File: src/rtl/uart8_transmitter.sv
// 8N1 UART transmitter, one bit every CLKS_PER_BIT clocks, LSB first.
// Define UART8_TX_PARITY_EN to add an even-parity bit before the stop bit.
module uart8_transmitter #(
  parameter int CLKS_PER_BIT = 16
) (
  input  logic       clk,
  input  logic       rst,
  input  logic       en,
  input  logic       start,
  input  logic [7:0] in,
  output logic       out,
  output logic       busy,
  output logic       done
);

  localparam int CW =
    (CLKS_PER_BIT > 1) ? $clog2(CLKS_PER_BIT) : 1;
  localparam logic [CW-1:0] CNT_MAX =
    CW'(CLKS_PER_BIT - 1);

  typedef enum logic [2:0] {
    IDLE       = 3'd0,
    START_BIT  = 3'd1,
    DATA_BITS  = 3'd2,
`ifdef UART8_TX_PARITY_EN
    PARITY_BIT = 3'd4,
`endif
    STOP_BIT   = 3'd3
  } state_t;

  state_t        state_q;
  logic [CW-1:0] cnt_q;
  logic [CW-1:0] cnt_d;
  logic [2:0]    idx_q;
  logic [2:0]    idx_d;
  logic [7:0]    data_q;
  logic          out_q;
  logic          busy_q;
  logic          done_q;
  logic          bit_end;

  // Bit-time bookkeeping shared by every non-idle state.
  always_comb begin
    bit_end = (cnt_q == CNT_MAX);
    cnt_d   = cnt_q + CW'(1);
    idx_d   = idx_q + 3'd1;
  end

  // Frame sequencer; every output comes straight from a flop.
  always_ff @(posedge clk or posedge rst) begin
    if (rst) begin
      state_q <= IDLE;
      cnt_q   <= '0;
      idx_q   <= '0;
      data_q  <= '0;
      out_q   <= 1'b1;
      busy_q  <= 1'b0;
      done_q  <= 1'b0;
    end else if (!en) begin
      state_q <= IDLE;
      cnt_q   <= '0;
      idx_q   <= '0;
      out_q   <= 1'b1;
      busy_q  <= 1'b0;
      done_q  <= 1'b0;
    end else begin
      done_q <= 1'b0;
      case (state_q)
        IDLE: begin
          cnt_q  <= '0;
          idx_q  <= '0;
          out_q  <= 1'b1;
          busy_q <= 1'b0;
          if (start) begin
            data_q  <= in;
            out_q   <= 1'b0;
            busy_q  <= 1'b1;
            state_q <= START_BIT;
          end
        end
        START_BIT: begin
          if (bit_end) begin
            cnt_q   <= '0;
            idx_q   <= '0;
            out_q   <= data_q[0];
            state_q <= DATA_BITS;
          end else begin
            cnt_q <= cnt_d;
          end
        end
        DATA_BITS: begin
          if (bit_end) begin
            cnt_q <= '0;
            if (idx_q == 3'd7) begin
              idx_q   <= '0;
`ifdef UART8_TX_PARITY_EN
              out_q   <= ^data_q;
              state_q <= PARITY_BIT;
`else
              out_q   <= 1'b1;
              state_q <= STOP_BIT;
`endif
            end else begin
              idx_q <= idx_d;
              out_q <= data_q[idx_d];
            end
          end else begin
            cnt_q <= cnt_d;
          end
        end
`ifdef UART8_TX_PARITY_EN
        PARITY_BIT: begin
          if (bit_end) begin
            cnt_q   <= '0;
            out_q   <= 1'b1;
            state_q <= STOP_BIT;
          end else begin
            cnt_q <= cnt_d;
          end
        end
`endif
        STOP_BIT: begin
          if (bit_end) begin
            cnt_q   <= '0;
            out_q   <= 1'b1;
            busy_q  <= 1'b0;
            done_q  <= 1'b1;
            state_q <= IDLE;
          end else begin
            cnt_q <= cnt_d;
          end
        end
        default: begin
          state_q <= IDLE;
          cnt_q   <= '0;
          idx_q   <= '0;
          out_q   <= 1'b1;
          busy_q  <= 1'b0;
        end
      endcase
    end
  end

  assign out  = out_q;
  assign busy = busy_q;
  assign done = done_q;

endmodule

File: config.mk
export PLATFORM = sky130hd
export DESIGN_NAME = uart8_transmitter
export DESIGN_NICKNAME = d
export VERILOG_FILES = /design/src/rtl/uart8_transmitter.sv
export SDC_FILE = /design/constraint.sdc
export NUM_CORES = 1
export LEC_CHECK = 0
export BUFFER_PORTS_ARGS = -buffer_cell sky130_fd_sc_hd__clkbuf_2
export CAP_MARGIN = 0
export CELL_PAD_IN_SITES_DETAIL_PLACEMENT = 0
export CELL_PAD_IN_SITES_GLOBAL_PLACEMENT = 1
export CORE_ASPECT_RATIO = 0.8
export CORE_UTILIZATION = 40
export DETAILED_ROUTE_END_ITERATION = 10
export MAX_ROUTING_LAYER = met4
export PLACE_DENSITY_LB_ADDON = 0.1
export SLEW_MARGIN = 15
export SYNTH_ARGS = -nofsm -noshare
export SYNTH_HDL_FRONTEND = slang
export SYNTH_SLANG_ARGS = --single-unit
File: constraint.sdc
create_clock -name clk -period 1.7 [get_ports clk]
set_input_delay 0.51 -clock clk [delete_from_list [all_inputs] [get_ports clk]]
set_output_delay 0.51 -clock clk [all_outputs]
set_load 0.1 [all_outputs]
==> metrics.cfg <==
[outcome]
status=finished, violations left
failed_checks=setup timing

[worst_setup_path]
r2r-end=out$_DFFE_PP1P_
critPathMaxFanout=3
regToRegSetupSlack_ns=-0.06
required_ns=1.93
rr_worst_depth=5
crit_arrival_ns=1.99
worstSetupStartpointType=flop
worst-setup-path-type=flop to flop
r2r_start=idx_q[0]$_DFFE_PP0P_
cp-startpoint=idx_q[0]$_DFFE_PP0P_
end_kind=flop

[clocking]
htreeDepth=1
cts_made_buffers=3
clk_pin_slew_ns=0.11
clock-sinks=20
clock_tree.buffer_depth=2
hold_buffers=0
root_buffer=clkbuf_4
cts_tree=yes
clkLatencyLatePin_ns=0.31

[sta]
rsz0062_at_grt=yes
slew_headroom=0.661
fin_skew_ns=0.00334
hold_viol_final=0
max_freq_mhz=568
slew_viol_final=0
holdWs_ns=0.162
final.min_clock_period_ns=1.76
finalSetupTns_ns=-0.0604
fin_crit_sh=1.04
tightest_slew_ns=0.495
fin_ws_ns=-0.0604
finalSetupViolCount=1

[pwr]
p_leak_nw=0.609
p_per_area_nw_per_um2=1420
ir_worst_vdd_mv=0.834
power_w=0.00181

[hold_path]
min_path_type=input port to async pin

[global_route]
antenna_found_initial=0
grt_pass1_vias=625
grt_pass1_wl_mm=3.00
met2_usage=0.195
grt_use_met1=0.232
grtUsageMet3=0.0496
grt_max_degree=13
grt-ovfl-total=0
busiest_layer=met1
grtUsageTotal=0.163

[detailed_routing]
antenna_left=0
remaining_drc_errors=0
vias_per_cell=4.73
drt_iter0_drc=5
avgRoutedWirePerCell_um=12.6
dr_total_vias=672
first_pass_iters=4
wirelength_mm=1.80

[synthesis]
yosysWarnings=0
yosysUniqueCellTypes=25
yosysTopAreaCellShare=0.462
synth_area_leaders=dfrtp_1, ha_1, mux2_2
ys_ff_latch=20
syn_area_per_cell_sq_um=12.5
yosys.area.top_type=dfrtp_1
synth_area_sq_um=1030
ys_seq_area_frac=0.488
synthCells=82
synth_nets=103

[placed_design]
io_buffers=14
gp_congestion=0.766
dp.cells=138
dp_hpwl_mm=1.45

[run]
drv_cap=0

[floorplan]
fp.dieH_um=47.4
initial_core_util=0.421
fp.dieW_um=58.7
die_area_sq_um=2780
fp.coreArea_sq_um=2440
rows=16
io_pins=15

[final_layout]
final_cell_mix=dfrtp_1, clkbuf_2, buf_4, nand2_1
diodes=0
area_growth_syn_to_layout_pct=24.1
multi_input_area_sq_um=534
drive_above_1_share=0.406
mostFrequentLayoutCell=dfrtp_1
final_cells=142
fin_util=0.523
seq_area_sq_um=502
nets=128
n_fill_cell=231

==> worst max-delay path: stages (launching register included) <==
cell and delay, ns:
dfrtp_1 0.43, ha_4 0.30, mux4_2 0.48, mux2_4 0.28
o21ai_2 0.10, a31oi_1 0.09
==> flip-flops by register name, summed over array words and instances, names as in the netlist <==
signal,count
done,1
idx_q,3
data_q,8
state_q,2
busy,1
out,1
cnt_q,4
==> synth_stat cells, drive strengths merged <==
cell type / count
dfrtp: 19
mux2: 12
ha: 9
nand2: 7
inv: 5
nand3: 4
nor3: 4
mux2i: 3
nor2: 3
mux4: 2
nor3b: 2
a2111oi: 1
a31oi: 1
and3: 1
buf: 1
dfstp: 1
nor2b: 1
o211a: 1
o21a: 1
o21ai: 1
o311ai: 1
xnor2: 1
xor2: 1
==> timing repair <==
item	4_1_cts	5_1_grt
setup buffers	0	0
setup endpoints to repair	1	3
resized for setup	0	5
pin swaps	0	4
==> kinds of logic (layout without fill, tap and decap cells) <==
logic type / after synthesis / after routing / share of synthesized area
buf+inv: 6 / 30 / 0.0231
fa+ha+maj: 9 / 9 / 0.109
flops: 20 / 20 / 0.488
simple gates: 22 / 22 / 0.102
compound gates: 6 / 6 / 0.0487
mux: 17 / 17 / 0.212
xor+xnor: 2 / 2 / 0.0170
==> how the worst max path moves through the flow <==
stage | to | slack (ns) | cells after the start
6_report | out$_DFFE_PP1P_ | -0.06 | 5
5_1_grt | out$_DFFE_PP1P_ | -0.13 | 5
4_1_cts | out$_DFFE_PP1P_ | -0.08 | 5
3_5_place_dp | out$_DFFE_PP1P_ | -0.05 | 5
3_3_place_gp | out$_DFFE_PP1P_ | -0.01 | 5
2_1_floorplan | out$_DFFE_PP1P_ | -0.02 | 5
==> power breakdown <==
group / leakage (nW) / internal [W] / switching [W]
clock network: 0.0210 / 0.000131 / 0.000151
registers: 0.255 / 0.000636 / 0.000113
logic: 0.333 / 0.000386 / 0.000391
total: 0.609 / 0.00115 / 0.000655
==> layout make-up <==
type	count	area share
clock buffer	4	0.0284
inverter	5	0.0147
multi-input combinational	56	0.419
sequential	20	0.393
tap	36	0.0353
timing repair buffer	21	0.110
==> metrics by stage <==
| step | area (sq um) | setup slack (ns) |
|---|---|---|
| 5_1_grt | 1280 | -0.128 |
| 3_5_place_dp | 1220 | -0.0506 |
| 4_1_cts | 1250 | -0.0799 |
| 6_report | 1280 | -0.0604 |
| 2_1_floorplan | 1040 | -0.0225 |
| 3_3_place_gp | 1220 | -0.0147 |
==> per-layer routing <==
| layer | up-vias | share of wire |
|---|---|---|
| met5 | - | 0 |
| met4 | 0 | 0.022 |
| met2 | 15 | 0.39 |
| met1 | 314 | 0.55 |
| li1 | 339 | - |
| met3 | 4 | 0.040 |
(Power assumes the default switching activity.)
